==> config.mk <==
export PLATFORM = sky130hd
export DESIGN_NAME = seq_mem_d1_pl
export DESIGN_NICKNAME = d
export VERILOG_FILES = /design/src/rtl/seq_mem_pkg.sv /design/src/rtl/seq_mem_rd_pipe.sv /design/src/rtl/seq_mem_d1_pl.sv
export SDC_FILE = /design/constraint.sdc
export NUM_CORES = 1
export LEC_CHECK = 0
export CAP_MARGIN = 5
export CORE_ASPECT_RATIO = 0.7
export CORE_UTILIZATION = 65
export CTS_BUF_LIST = sky130_fd_sc_hd__clkbuf_8 sky130_fd_sc_hd__clkbuf_16
export DETAILED_ROUTE_END_ITERATION = 16
export PLACE_DENSITY_LB_ADDON = 0.25
export SLEW_MARGIN = 10
export SYNTH_ARGS = -nofsm -noshare
export SYNTH_HDL_FRONTEND = slang
export SYNTH_HIERARCHICAL = 1
export SYNTH_SLANG_ARGS = --single-unit
==> constraint.sdc <==
create_clock -name clk -period 9.1 [get_ports clk]
set_clock_uncertainty 0.2 [all_clocks]
set_input_delay 2.73 -clock clk [delete_from_list [all_inputs] [get_ports clk]]
set_output_delay 2.73 -clock clk [all_outputs]
set_load 0.1 [all_outputs]
==> src/rtl/seq_mem_pkg.sv <==
// Shared types and limits for the seq_mem_d1_pl family of sequential memories.
package seq_mem_pkg;

  typedef enum logic {MEM_CLEAR, MEM_IDLE} seq_mem_state_t;

  localparam int MAX_READ_LATENCY = 4;

endpackage

==> src/rtl/seq_mem_rd_pipe.sv <==
// Valid/data delay line carrying read results; every stage holds its data until
// a new valid word arrives, so the last stage doubles as the held read output.
module seq_mem_rd_pipe
  import seq_mem_pkg::*;
#(
  parameter int WIDTH = 32,
  parameter int DEPTH = 1
) (
  input  logic             clk,
  input  logic             reset,
  input  logic             src_vld,
  input  logic [WIDTH-1:0] src_dat,
  output logic             dst_vld,
  output logic [WIDTH-1:0] dst_dat
);

  if (DEPTH < 1 || DEPTH > MAX_READ_LATENCY) begin : g_bad_depth
    $error("seq_mem_rd_pipe: DEPTH must be within 1..%0d", MAX_READ_LATENCY);
  end

  logic [DEPTH-1:0] vld_p;
  logic [WIDTH-1:0] dat_p [DEPTH];

  always_ff @(posedge clk or posedge reset) begin
    if (reset) begin
      vld_p <= '0;
      for (int i = 0; i < DEPTH; i++) dat_p[i] <= '0;
    end else begin
      // stage p0: word sampled from the array at the accept edge
      vld_p[0] <= src_vld;
      if (src_vld) dat_p[0] <= src_dat;
      // stages p1..: pure delay, data only moves with its valid
      for (int i = 1; i < DEPTH; i++) begin
        vld_p[i] <= vld_p[i-1];
        if (vld_p[i-1]) dat_p[i] <= dat_p[i-1];
      end
    end
  end

  assign dst_vld = vld_p[DEPTH-1];
  assign dst_dat = dat_p[DEPTH-1];

endmodule

==> src/rtl/seq_mem_d1_pl.sv <==
// 1-D sequential memory with configurable read latency, post-reset clear
// sequence (busy) and a sticky protocol/range error flag.
module seq_mem_d1_pl
  import seq_mem_pkg::*;
#(
  parameter int WIDTH          = 32,
  parameter int SIZE           = 16,
  parameter int IDX_SIZE       = 4,
  parameter int READ_LATENCY   = 1,
  parameter int CLEAR_ON_RESET = 1
) (
  input  logic                clk,
  input  logic                reset,
  input  logic [IDX_SIZE-1:0] addr0,
  input  logic                read_en,
  output logic [WIDTH-1:0]    out,
  output logic                read_done,
  input  logic [WIDTH-1:0]    in,
  input  logic                write_en,
  output logic                write_done,
  output logic                busy,
  output logic                error
);

  if (SIZE > 2**IDX_SIZE) begin : g_bad_size
    $error("seq_mem_d1_pl: SIZE %0d does not fit IDX_SIZE %0d", SIZE, IDX_SIZE);
  end
  if (READ_LATENCY < 1 || READ_LATENCY > MAX_READ_LATENCY) begin : g_bad_lat
    $error("seq_mem_d1_pl: READ_LATENCY %0d outside 1..%0d", READ_LATENCY, MAX_READ_LATENCY);
  end

  localparam seq_mem_state_t RST_STATE = (CLEAR_ON_RESET != 0) ? MEM_CLEAR : MEM_IDLE;
  localparam logic [IDX_SIZE:0]   SIZE_V   = (IDX_SIZE+1)'(SIZE);
  localparam logic [IDX_SIZE-1:0] LAST_IDX = IDX_SIZE'(SIZE - 1);

  logic [WIDTH-1:0]    mem [SIZE];
  seq_mem_state_t      state;
  seq_mem_state_t      state_nxt;
  logic [IDX_SIZE-1:0] clr_cnt;
  logic                clr_last;
  logic                idle;
  logic                in_range;
  logic                rd_acc;
  logic                wr_acc;
  logic                conflict;
  logic [WIDTH-1:0]    rd_dat;

  assign clr_last = (clr_cnt == LAST_IDX);
  assign idle     = (state == MEM_IDLE);
  assign in_range = ({1'b0, addr0} < SIZE_V);
  assign rd_acc   = idle & read_en & ~write_en;
  assign wr_acc   = idle & write_en & ~read_en;
  assign conflict = idle & read_en & write_en;
  // out-of-range reads still complete, carrying zero
  assign rd_dat   = in_range ? mem[addr0] : '0;

  always_ff @(posedge clk or posedge reset) begin
    if (reset) state <= RST_STATE;
    else       state <= state_nxt;
  end

  always_comb begin
    state_nxt = state;
    busy      = 1'b0;
    case (state)
      MEM_CLEAR: begin
        busy = 1'b1;
        if (clr_last) state_nxt = MEM_IDLE;
      end
      default: ;
    endcase
  end

  always_ff @(posedge clk or posedge reset) begin
    if (reset)                             clr_cnt <= '0;
    else if (state == MEM_CLEAR && !clr_last) clr_cnt <= clr_cnt + 1'b1;
  end

  always_ff @(posedge clk) begin
    if (!idle)                  mem[clr_cnt] <= '0;
    else if (wr_acc && in_range) mem[addr0]  <= in;
  end

  always_ff @(posedge clk or posedge reset) begin
    if (reset) begin
      write_done <= 1'b0;
      error      <= 1'b0;
    end else begin
      write_done <= wr_acc;
      error      <= error | conflict | ((rd_acc | wr_acc) & ~in_range);
    end
  end

  seq_mem_rd_pipe #(
    .WIDTH (WIDTH),
    .DEPTH (READ_LATENCY)
  ) u_rd_pipe (
    .clk     (clk),
    .reset   (reset),
    .src_vld (rd_acc),
    .src_dat (rd_dat),
    .dst_vld (read_done),
    .dst_dat (out)
  );

endmodule

### Yosys cells after proc, flatten, opt, wreduce, memory -nomap -nowiden

Memory sizes are Yosys's and may differ from the RTL's. A register that Yosys moved wholly into a read port is not among the register bits.
Cells that the tools add are included.

* flip-flop bits (word level): 8
* bits in writable memories: 512
* input port bits: 40
* output and inout port bits: 36
* logic and storage cells: 29
* memories: 1

Memory list
* mem: words 16, width 32, rd ports 1, clocked after memory_dff 1, write ports 1, line seq_mem_d1_pl.sv:36 `logic [WIDTH-1:0] mem [SIZE];`

* add/sub/neg operators: 1
* equal/unequal tests: 1
* muxes and demuxes: 9
* bitwise operators: 9
* reduce and logical (&&, ||, !) cells: 3

Operators by type and width (number)
* $mux W32: 1
* $reduce_or A32 Y1: 1
* $mux W1: 7
* $and A1 B1 Y1: 5
* $add A4 B1 Y4 const B: 1
* $eq A4 B4 Y1 const B: 1
* $mux W4: 1
* $not A1 Y1: 3
* $logic_and A1 B1 Y1: 1
* $logic_not A1 Y1: 1
* $or A1 B1 Y1: 1

### Depth between registers and ports, before layout

* depth in word-level cells: 7
* gate-level depth with buffers: 7
* depth with buffers taken out: 4

### Hierarchy

The synthesis kept the hierarchy.

Modules (own cells, without submodules)
* seq_mem_d1_pl: instances 1, cells an instance 875, area an instance 19802.7 um2, sequential area each 15549.9 um2
* seq_mem_rd_pipe: instances 1, cells an instance 70, area an instance 1373.8 um2, sequential area each 825.8 um2

### Worst setup path before layout

No wires, ideal clock.

* path type: input -> register
* start point: input port addr0[0]
* end point: memory mem[0][0] (enable)
* setup time: 0.461 ns
* arrival: 5.754 ns
* data required time: 8.439 ns
* slack: 2.685 ns
* stages on the path: 5
* path buffers: 3
* cells stage by stage: clkbuf_1 -> buf_6 -> buf_4 -> mux2_2 -> nor3_1

* word-level cells in the longest chain between the ends: 1

Ends and longest elaborated chain
* from (decl): line seq_mem_d1_pl.sv:14 `input logic [IDX_SIZE-1:0] addr0,`
* $mux W4 (no line)
* to (decl): line seq_mem_d1_pl.sv:36

No other way between the ends.

### Worst setup path in the final report

* start point: input port write_en
* end point: memory mem[8][22] (enable)

* word-level cells in the longest chain between the ends: 7
* elaborated cells on any way between the ends: 8
* those cells by class: mux (5); bitwise (2); reduce/logical (1)

Ends and longest elaborated chain
* from (decl): line seq_mem_d1_pl.sv:19 `input logic write_en,`
* $and A1 B1 Y1 * (2 in a row): line seq_mem_d1_pl.sv:52 `assign wr_acc = idle & write_en & ~read_en;`
* $mux W1 *: line seq_mem_d1_pl.sv:81 `else if (wr_acc && in_range) mem[addr0] <= in;`
* $mux W1 *: line seq_mem_d1_pl.sv:80 `if (!idle) mem[clr_cnt] <= '0;`
* $mux W1 (implied by the code) *: line seq_mem_d1_pl.sv:81
* $reduce_or A32 Y1 (no line)
* $mux W4 (no line) or $mux W1 (tied branches)

Mark *: on every way between the ends. The rest lies on a longest branch, timed or not.

==> results.yml <==
yosys:
  yosysWarnings: 6
  ys_ff_latch: 552
  yosysSeqAreaShare_pct: 77.3
  synth_area_um2: 21200
  synth_mux_area_share_pct: 16.1
  synth_xor_xnor_area_share_pct: 0.124
  synth_cell_types: 28
  synth_fa_ha_area_share_pct: 0.0591
  synth_top_family_by_area: "multiplexers"
  syn-num-nets: 986
  syn_avg_cell_area_um2: 22.4
  synth-main-ff-cell: "edfxtp_1"
  synth-compound-area-share_pct: 2.47
  syn_inst: 945
  yosys.area_share.simple_pct: 2.24
  async_flop_share_pct: 7.25
  synth_edf_count: 512
die:
  coreArea_um2: 31600
  fp.dieH_um: 153
  ios: 76
  die_w_um: 218
  start_util_pct: 67.0
  num_rows: 54
  die-area_um2: 33300
cts:
  htreeDepth: 2
  post_cts_buffers: 0
  cts_tree: "yes"
  clkLatencyLatePin_ns: 0.55
  cts_root_buf: "clkbuf_16"
  clkSinkCount: 552
  cts_inserted_buffers: 48
  cts.repair.resized: 0
  cts_buffer_depth: 3
  cts_hold_buffers: 0
  clkTransAtPathRegs_ns: 0.06
layout:
  diodes: 0
  drive_above_1_share_pct: 25.5
  nets: 1088
  final_core_util_pct: 75.5
  nFillCells: 1712
  area_growth_pct: 12.7
power_and_ir_drop:
  ir_drop_mv: 0.192
  fin_total_pwr_mw: 5.00
  power_density_nw_per_um2: 210
  leakagePower_nw: 8.84
critical_path:
  worstPathBufferInverterCount: 2
  start_kind: "primary input"
  arrival_ns: 5.88
  path_cells: "clkdlybuf4s50_1 > and3b_2 > a31oi_1 > nor3_4 > buf_4"
  end_kind: "flop"
  slowest_stage: "and3b_2"
  crit_fanout: 41
  path_delay_family: "simple AND/OR/NAND/NOR gates"
  max_stage_delay_ns: 0.91
  critPathKind: "primary input to flop"
  required_ns: 9.11
timing:
  worst_pin_slew_ns: 1.24
  period_needed_ns: 5.87
  finalHoldViolations: 0
  setup_violations: 0
  fmax_ghz: 0.170
  finalCritPeriodShare_pct: 64.5
  rsz0062_at_grt: "false"
  slew_headroom_pct: 17.4
  tns_ns: 0
  maxSlewViolCount: 0
route:
  vias: 10061
  wl_per_cell_um: 29.6
  vias_per_cell: 6.71
  dr.pass1.iters: 5
  drt-initial-drc-count: 1233
  postRouteAntennaNets: 0
  drc: 0
  wl_um: 44400
place:
  io_buffers: 75
  dp_hpwl_um: 23300
  gp_congestion: 0.756
global_routing:
  antenna_found_initial: 1
  grt_pass1_wl_um: 66200
  grt_overflow: 0
  track_usage_pct: 27.9
  grt_pass1_vias: 10238
  grt_max_degree: 52
min_path:
  hold_path_class: "flop to flop"
status:
  status: "complete, no violations"
job:
  maxCapViolCount: 0
cells in the mapped netlist, types with 6 or more instances:
| cell type | count | area share, % |
|---|---|---|
| mux4_2 | 128 | 14 |
| buf_6 | 6 | 0.32 |
| nand2_1 | 34 | 0.60 |
| inv_1 | 6 | 0.11 |
| and2_1 | 33 | 0.97 |
| mux2_4 | 30 | 2.1 |
| buf_1 | 9 | 0.16 |
| a22oi_1 | 64 | 2.3 |
| nor3_1 | 17 | 0.40 |
| edfxtp_1 | 512 | 73 |
| dfrtp_1 | 40 | 4.7 |
| buf_4 | 6 | 0.21 |
| clkbuf_1 | 23 | 0.41 |
| buf_2 | 8 | 0.19 |
sequential cells by signal (all words and copies together), names as in the netlist:
| register | flops |
|---|---|
| u_rd_pipe/dst_dat | 32 |
| write_done | 1 |
| idle | 1 |
| clr_cnt | 4 |
| mem | 512 |
| error | 1 |
| u_rd_pipe/dst_vld | 1 |
cell type report:
cell class	instances	area [µm²]	share of cell area, %
sequential	552	16400	68.6
clock buffer	49	1230	5.14
inverter	6	22.5	0.0944
multi-input combinational	332	4560	19.1
clock inverter	34	161	0.676
timing repair buffer	107	992	4.16
tap	420	526	2.20
per-stage QoR:
stage | setup WS [ns] | hold WS (ns) | cell area [µm²] | std cells
5_1_grt | 3.00 | 0.312 | 23900 | 1500
6_report | 3.23 | 0.283 | 23900 | 1500
3_5_place_dp | 2.36 | 0.277 | 22500 | 1417
2_1_floorplan | 2.69 | 0.303 | 21200 | 945
4_1_cts | 2.87 | 0.291 | 23900 | 1500
3_3_place_gp | 2.44 | 0.250 | 22500 | 1417
kinds of logic (layout without fill, tap and decap cells):
kind of cell,Yosys count,in the layout
DFF,552,552
muxes,165,165
and+or+nand+nor,93,93
AOI/OAI and AO/OA,70,70
buffers and inverters,61,196
xor gates and xnor gates,3,3
adders and majority gates,1,1
routing by layer:
layer  GRT usage (%)  wire (µm)
met1            43.2      18300
met2            42.6      21200
met3            4.44       3900
met4            7.49       1000
met5               0          0
final timing paths:
path                            cells past startpoint              endpoint      from  slack [ns]
worst max-delay path                                5            mem[8][22]  write_en        3.23
worst min-delay path                                1                 error     error        0.28
worst max register to register                      4            mem[8][22]      idle        5.34
worst min register to register                      1                 error     error        0.28
max in group asynchronous                           2  u_rd_pipe/dst_dat[4]     reset        5.57
min in group asynchronous                           2            write_done     reset        2.29
where the power goes:
part           switching, mW  internal, mW
clock                  0.851         0.994
sequential            0.0105          2.79
combinational          0.247         0.114
total                   1.11          3.89
cell usage in the layout, fill, tap and decap left out:
| cell type | netlist | final |
|---|---|---|
| a31o_2 | 1 | 1 |
| mux2_2 | 5 | 5 |
| and2_1 | 33 | 32 |
| dfrtp_1 | 40 | 40 |
| nor2_4 | 0 | 2 |
| inv_2 | 0 | 1 |
| clkbuf_8 | 0 | 1 |
| and2_2 | 0 | 1 |
| nand4_1 | 1 | 1 |
| bufinv_16 | 0 | 1 |
| mux4_2 | 128 | 128 |
| clkinv_2 | 0 | 3 |
| clkdlybuf4s50_1 | 0 | 73 |
| nor3_4 | 0 | 1 |
| xor2_1 | 1 | 1 |
| nand2_1 | 34 | 34 |
| clkbuf_16 | 0 | 49 |
| and3b_2 | 0 | 1 |
| clkinvlp_4 | 0 | 1 |
| a32oi_1 | 1 | 1 |
| buf_4 | 6 | 33 |
| inv_1 | 6 | 27 |
| and3b_1 | 2 | 1 |
| xnor2_1 | 2 | 2 |
| nor2_1 | 3 | 1 |
| clkinv_1 | 0 | 7 |
| edfxtp_1 | 512 | 512 |
| mux2_4 | 30 | 30 |
| a22oi_1 | 64 | 64 |
| nor3_2 | 0 | 15 |
| nor3b_1 | 1 | 1 |
| a31oi_1 | 4 | 4 |
| nor2b_4 | 0 | 2 |
| mux2i_1 | 2 | 2 |
| nor3_1 | 17 | 1 |
| ha_1 | 1 | 1 |
No activity file was read; power rests on OpenSTA's default activity.
